File: src/rtl/write_buffer_drain_if.sv
// Bus bundle between the bypass write FIFO, the drain block and memory.
// master: drain side (pops FIFO, drives av_*); slave: FIFO/memory/ctrl side.
interface write_buffer_drain_if #(
  parameter int ADDR_WIDTH = 32,
  parameter int DATA_WIDTH = 32
);
  localparam int BE_W = DATA_WIDTH / 8;
  localparam int FW   = ADDR_WIDTH + BE_W + DATA_WIDTH;

  logic                  fifo_empty;
  logic                  fifo_read;
  logic [FW-1:0]         fifo_data;
  logic [ADDR_WIDTH-1:0] av_address;
  logic [BE_W-1:0]       av_byteenable;
  logic [DATA_WIDTH-1:0] av_writedata;
  logic                  av_write;
  logic                  av_waitrequest;
  logic                  flush_req;
  logic                  flush_done;
  logic                  idle;
  logic                  err;
  logic [15:0]           wr_count;

  modport master (
    input  fifo_empty, fifo_data,
    input  av_waitrequest, flush_req,
    output fifo_read,
    output av_address, av_byteenable,
    output av_writedata, av_write,
    output flush_done, idle, err,
    output wr_count
  );

  modport slave (
    output fifo_empty, fifo_data,
    output av_waitrequest, flush_req,
    input  fifo_read,
    input  av_address, av_byteenable,
    input  av_writedata, av_write,
    input  flush_done, idle, err,
    input  wr_count
  );
endinterface

File: src/rtl/write_buffer_drain.sv
// Drains the bypass write FIFO into single-beat Avalon writes.
// Ports: clk, rest (sync, active-high), bus (master modport of the bundle).
module write_buffer_drain #(
  parameter int ADDR_WIDTH = 32,
  parameter int DATA_WIDTH = 32,
  parameter int TIMEOUT    = 1023
) (
  input  logic                clk,
  input  logic                rest,
  write_buffer_drain_if.master bus
);
  localparam int BE_W   = DATA_WIDTH / 8;
  localparam int WAIT_W = $clog2(TIMEOUT + 1);
  localparam logic [WAIT_W-1:0] WAIT_MAX =
    WAIT_W'(TIMEOUT);
  localparam logic [WAIT_W-1:0] WAIT_ONE =
    WAIT_W'(1);

  typedef enum logic {
    S_IDLE,
    S_WRITE
  } state_t;

  state_t                state_q, state_d;
  logic [ADDR_WIDTH-1:0] addr_q, addr_d;
  logic [BE_W-1:0]       be_q, be_d;
  logic [DATA_WIDTH-1:0] data_q, data_d;
  logic [WAIT_W-1:0]     wait_q, wait_d;
  logic                  err_q, err_d;
  logic [15:0]           cnt_q, cnt_d;
  logic                  pend_q, pend_d;
  logic                  accept;
  logic                  load;
  logic                  done;

  always_comb begin
    state_d = state_q;
    addr_d  = addr_q;
    be_d    = be_q;
    data_d  = data_q;
    wait_d  = wait_q;
    cnt_d   = cnt_q;
    accept  = (state_q == S_WRITE) &&
              !bus.av_waitrequest;
    load    = !bus.fifo_empty &&
              ((state_q == S_IDLE) || accept);
    done    = pend_q && !rest &&
              (state_q == S_IDLE) &&
              bus.fifo_empty;

    // A load after acceptance chains the next
    // entry without an idle bubble.
    if (load) begin
      state_d = S_WRITE;
      {addr_d, be_d, data_d} = bus.fifo_data;
    end else if (accept) begin
      state_d = S_IDLE;
    end

    if (accept) begin
      cnt_d = cnt_q + 16'd1;
    end

    if (load) begin
      wait_d = '0;
    end else if ((state_q == S_WRITE) &&
                 bus.av_waitrequest &&
                 (wait_q != WAIT_MAX)) begin
      wait_d = wait_q + WAIT_ONE;
    end

    // Look at the next count so err rises in
    // the cycle after the last tolerated stall.
    err_d  = err_q || (wait_d == WAIT_MAX);
    // A new request in the done cycle re-arms.
    pend_d = (pend_q && !done) || bus.flush_req;
  end

  always_ff @(posedge clk) begin
    if (rest) begin
      state_q <= S_IDLE;
    end else begin
      state_q <= state_d;
    end
  end

  always_ff @(posedge clk) begin
    if (rest) begin
      addr_q <= '0;
      be_q   <= '0;
      data_q <= '0;
      wait_q <= '0;
      err_q  <= 1'b0;
      cnt_q  <= '0;
      pend_q <= 1'b0;
    end else begin
      addr_q <= addr_d;
      be_q   <= be_d;
      data_q <= data_d;
      wait_q <= wait_d;
      err_q  <= err_d;
      cnt_q  <= cnt_d;
      pend_q <= pend_d;
    end
  end

  assign bus.fifo_read     = load && !rest;
  assign bus.av_write      = (state_q == S_WRITE);
  assign bus.av_address    = addr_q;
  assign bus.av_byteenable = be_q;
  assign bus.av_writedata  = data_q;
  assign bus.idle          = (state_q == S_IDLE) &&
                             bus.fifo_empty;
  assign bus.flush_done    = done;
  assign bus.err           = err_q;
  assign bus.wr_count      = cnt_q;
endmodule
File: src/flat_wrapper.sv
// flat-port wrapper written by rule: the top's interface ports become plain ports
module write_buffer_drain_flat 
#(
  parameter int ADDR_WIDTH = 32,
  parameter int DATA_WIDTH = 32,
  parameter int TIMEOUT    = 1023
)
  (clk, rest, bus_fifo_empty, bus_fifo_data, bus_av_waitrequest, bus_flush_req, bus_fifo_read, bus_av_address, bus_av_byteenable, bus_av_writedata, bus_av_write, bus_flush_done, bus_idle, bus_err, bus_wr_count);
  write_buffer_drain_if #(.ADDR_WIDTH(ADDR_WIDTH), .DATA_WIDTH(DATA_WIDTH)) bus_i ();
  input  logic clk;
  input  logic rest;
  input wire logic [$bits(bus_i.fifo_empty)-1:0] bus_fifo_empty;
  input wire logic [$bits(bus_i.fifo_data)-1:0] bus_fifo_data;
  input wire logic [$bits(bus_i.av_waitrequest)-1:0] bus_av_waitrequest;
  input wire logic [$bits(bus_i.flush_req)-1:0] bus_flush_req;
  output wire logic [$bits(bus_i.fifo_read)-1:0] bus_fifo_read;
  output wire logic [$bits(bus_i.av_address)-1:0] bus_av_address;
  output wire logic [$bits(bus_i.av_byteenable)-1:0] bus_av_byteenable;
  output wire logic [$bits(bus_i.av_writedata)-1:0] bus_av_writedata;
  output wire logic [$bits(bus_i.av_write)-1:0] bus_av_write;
  output wire logic [$bits(bus_i.flush_done)-1:0] bus_flush_done;
  output wire logic [$bits(bus_i.idle)-1:0] bus_idle;
  output wire logic [$bits(bus_i.err)-1:0] bus_err;
  output wire logic [$bits(bus_i.wr_count)-1:0] bus_wr_count;
  assign bus_i.fifo_empty = bus_fifo_empty;
  assign bus_i.fifo_data = bus_fifo_data;
  assign bus_i.av_waitrequest = bus_av_waitrequest;
  assign bus_i.flush_req = bus_flush_req;
  assign bus_fifo_read = bus_i.fifo_read;
  assign bus_av_address = bus_i.av_address;
  assign bus_av_byteenable = bus_i.av_byteenable;
  assign bus_av_writedata = bus_i.av_writedata;
  assign bus_av_write = bus_i.av_write;
  assign bus_flush_done = bus_i.flush_done;
  assign bus_idle = bus_i.idle;
  assign bus_err = bus_i.err;
  assign bus_wr_count = bus_i.wr_count;
  write_buffer_drain #(.ADDR_WIDTH(ADDR_WIDTH), .DATA_WIDTH(DATA_WIDTH), .TIMEOUT(TIMEOUT)) u_core (.clk(clk), .rest(rest), .bus(bus_i));
endmodule
File: config.mk
export PLATFORM = sky130hd
export DESIGN_NAME = write_buffer_drain_flat
export DESIGN_NICKNAME = d
export VERILOG_FILES = /design/src/rtl/write_buffer_drain_if.sv /design/src/rtl/write_buffer_drain.sv /design/src/flat_wrapper.sv
export SDC_FILE = /design/constraint.sdc
export NUM_CORES = 1
export LEC_CHECK = 0
export BUFFER_PORTS_ARGS = -buffer_cell sky130_fd_sc_hd__buf_4
export CAP_MARGIN = 20
export CORE_MARGIN = 8
export CORE_UTILIZATION = 51
export DETAILED_ROUTE_END_ITERATION = 6
export PLACE_DENSITY = 0.89
export SYNTH_ARGS = -nofsm -noshare
export SYNTH_HDL_FRONTEND = slang
export SYNTH_SLANG_ARGS = --single-unit
File: constraint.sdc
create_clock -name clk -period 4.5 [get_ports clk]
set_clock_uncertainty 0.2 [all_clocks]
set_input_delay 1.35 -clock clk [delete_from_list [all_inputs] [get_ports clk]]
set_output_delay 1.35 -clock clk [all_outputs]
set_load 0.005 [all_outputs]
==> flow_results.org <==
** Critical path
- The number of cells on the worst reg-to-reg path is 7.
- The worst setup path is launched from a primary input.
- Startpoint-to-endpoint class of the critical path :: primary input to output pin
- The setup check on the worst reg-to-reg path leaves a slack of 1.84 ns.
- CP peak stage delay :: 0.19 ns
- Counting stages on the worst path, the most repeated cell is buf_4.
- Worst reg2reg path startpoint :: u_core.bus.av_write$_SDFFE_PP0P_
- STA puts the critical path data required time at 2.95 ns.
- Arrival time reported for the critical path endpoint :: 1.99 ns
- The worst setup path is captured at an output pin.
- Max FO, Critical Path :: 18
- The endpoint identified for the worst register-to-register timing path is u_core.bus.err$_SDFF_PP0_.
- The slowest stage of the critical path belongs to the cell buf_4.
- Crit path cell chain :: buf_4, inv_1, and3_1, buf_4

** Finish
- The library cell used most frequently in the layout, excluding fill and tap cells, is buf_4.
- Compared with the post-synthesis result, the final layout area differs by 38.8%.
- The library cells used most frequently in the layout, excluding fill and tap cells, are buf_4 (165), nand2_1 (147), dfxtp_1 (97).
- Fin util :: 0.719
- Final layout net count :: 677
- The repair_antennas step left the layout with diodes totalling 0.
- The finished cells cover 0.00513 mm2.
- Share of post-route cells with drive strength above 1 :: 0.310

** Timing
- Setup repair after global routing left no endpoint under its margin.
- The number of hold violations in the final report was 0.
- Number of slew-limit violations in the final report :: 0
- Setup violations remaining at the end of the flow were counted as 0.
- Achievable clock frequency :: roughly 280 MHz
- Final period util :: 0.786
- Final critical path time including I/O delays and setup :: 3.54 ns
- In the final timing run, aggregate negative setup slack is 0 ns.
- The worst pin sits at a relative slew slack of 0.368.
- For the pin with the worst max-slew slack, the measured transition is 0.946 ns.
- Hold timing on the final database bottoms out at a slack of 0.259 ns.

** Die
- The die covers 0.0102 mm2.
- The initial utilization of the core area, before any placement, comes to 0.518.
- During I/O placement, the number of pins put on the boundary was 162.
- Row count :: 31
- Overall die width :: 101 um
- In this run the vertical extent of the chip is about 100 um.
- Core area :: 0.00714 mm2

** Power and ir drop
- The share of total power dissipated in sequential elements is 0.543.
- Sum of internal, switching and leakage power :: 1.69 mW
- Summed over all cells, the static leakage comes to ~2.3 nW.
- Dividing total power by cell area gives a power density of 329 mW/mm2.
- Internal power :: 1.27 mW
- Of the total power, the share spent switching nets is 0.250.
- The worst-case IR drop observed on VDD is around 0.00024 V.
- Gate power share :: 0.124
- The share of total power dissipated in the clock network is 0.332.
- For this design the total switching power over the nets is 422 uW.

** Place
- Routability congestion estimate from global placement :: 0.799
- Port buffering added 161 buffers.
- Detailed-placement wirelength estimate :: 7790 um
- Area post-placement :: roughly 0.0049 mm2

** Min path
- Destination of the worst hold path :: u_core.bus.av_address[21]$_SDFFE_PP0P_
- Path type of the worst min-delay path :: flop to flop
- Hold wc startpoint :: u_core.bus.av_address[21]$_SDFFE_PP0P_
- The worst hold path was traced through 2 stages.

** Synthesis
- The synthesized design contains 0 enable-type register cells.
- Among all flip-flop cells after synthesis, the most frequent one is dfxtp_1.
- Area of the mapped netlist :: 0.00370 mm2
- Warning count from the yosys run :: 0
- The synthesized netlist contains 42 unique library cells.
- Nets in the synthesized netlist :: between 500 and 600
- Dividing the synthesized area by the synthesized cell count gives around 8 um2.
- Post-synthesis sequential area ratio :: 0.525
- The synthesized design contains 97 register bits.
- Fraction of registers with async set/reset :: 0
- The cell count after synthesis came out at 457.

** CTS
- In this run, CTS created clock tree buffers numbering 9.
- TritonCTS clock tree :: built
- In this run the number of H-tree levels came out at 3.
- In this run the deepest clock path goes through 2 buffers.
- CTS root buf :: clkbuf_8
- # clock sinks :: between 90 and 100
- Post-cts gate resize count :: 0
- Hold_buf cts :: 0
- At the later pin of the worst-skew pair, clock insertion delay measures 0.36 ns.
- Post-CTS setup buffer count :: 0
- Register clock-pin slew on the reported worst setup and hold paths :: 0.09 ns

** GRT
- The first global-routing pass estimated 16500 um of wire.
- Global-route usage over all layers :: 0.200
- Largest net degree at the start of global routing :: 77
- The number of antenna violations at the first check in global routing was 0.
- The number of global-route vias before repair is 3547.
- Total congestion overflow :: 0

** Detailed routing
- Number of design-rule violations left by the first detailed-router iteration :: 152
- After detailed routing, the total wire length is 10600 um.
- DR WL/cell :: between 10 and 15 um
- In this run the remaining antenna-violating nets after routing total 0.
- In the routed layout, each cell is associated on average with a via count of 5.13.
- In the routed design, unresolved DRC markers number 0.
- The final route contains around 3600 vias.
- Detailed Routing Iterations Pass 1 :: 6

** Flow run
- Max-cap check violation count :: 0

** Run status
- The flow ran to the end, and the final reports show no timing, DRC or antenna violations.
## worst max-delay path: cells and delay by family
family	cells	cell delay (ns)
buf+inv	3	0.46
simple gates	1	0.17
## through the flow
stage	cells	worst slack (ns)
after floorplan	457	0.708
after global placement	690	0.975
after detailed placement	690	0.950
after CTS	706	0.961
after global routing	706	0.918
final	706	0.964
## synth_stat cells (2+ instances only)
library cell / instances / area [um2]
buf_1: 2 / 7.51
nor3b_1: 2 / 15.0
ha_1: 2 / 25.0
nor2_1: 24 / 90.1
clkbuf_1: 24 / 90.1
xor2_1: 9 / 78.8
o2111ai_1: 2 / 17.5
nand2_1: 147 / 552
dfxtp_1: 97 / 1940
o21ai_0: 2 / 10.0
a21oi_1: 75 / 375
buf_4: 3 / 22.5
nand4_1: 6 / 37.5
nand3_1: 15 / 75.1
and2_1: 3 / 18.8
inv_1: 3 / 11.3
and3_1: 7 / 43.8
xnor2_1: 7 / 61.3
nor2b_1: 4 / 25.0
## layout make-up
class                           instances  area [um2]
Tap cell                               99         124
Multi-Input combinational cell        326        1620
Fill cell                             577        2000
Timing Repair Buffer                  165        1240
Clock buffer                           10         128
Sequential cell                        97        1940
Clock inverter                          6        68.8
Inverter                                3        11.3
## worst max path at each step
stage / from / slack (ns) / cells after the start / to
final: rest / 0.96 / 4 / bus_flush_done
after CTS: rest / 0.96 / 4 / bus_flush_done
after floorplan: bus_av_waitrequest / 0.71 / 5 / bus_fifo_read
after global placement: rest / 0.97 / 4 / bus_flush_done
after detailed placement: bus_av_waitrequest / 0.95 / 8 / u_core.bus.err$_SDFF_PP0_
after global routing: rest / 0.92 / 4 / bus_flush_done
## cells by family after synthesis
kind of cell,count (synthesis),synth area share
compound gates,89,0.132
xor+xnor,16,0.0379
fa+ha+maj,2,0.00677
mux,1,0.00271
flops,97,0.525
simple gates,218,0.256
buf+inv,34,0.0399
## power groups by stage
stage | Clock [mW] | Sequential (mW) | Combinational, mW
after floorplan | 0 | 0.938 | 0.0815
after global placement | 0 | 0.935 | 0.207
after detailed placement | 0 | 0.937 | 0.212
after CTS | 0.571 | 0.918 | 0.212
after global routing | 0.603 | 0.923 | 0.231
final | 0.561 | 0.918 | 0.210
## registers in the layout, indices dropped and copies added (netlist names)
name	flops
u_core.bus.av_write	1
u_core.bus.av_address	32
u_core.bus.av_byteenable	4
u_core.pend_q	1
u_core.bus.err	1
u_core.wait_q	10
u_core.bus.wr_count	16
u_core.bus.av_writedata	32
## metal layers
metal | vias up | track usage | part of all wire
met5 | - | 0 | 0
met1 | 1689 | 0.203 | 0.37
met4 | 0 | 0.0997 | 0.027
met2 | 109 | 0.350 | 0.52
li1 | 1798 | - | -
met3 | 24 | 0.0763 | 0.082
No activity file was read; power rests on OpenSTA's default activity.
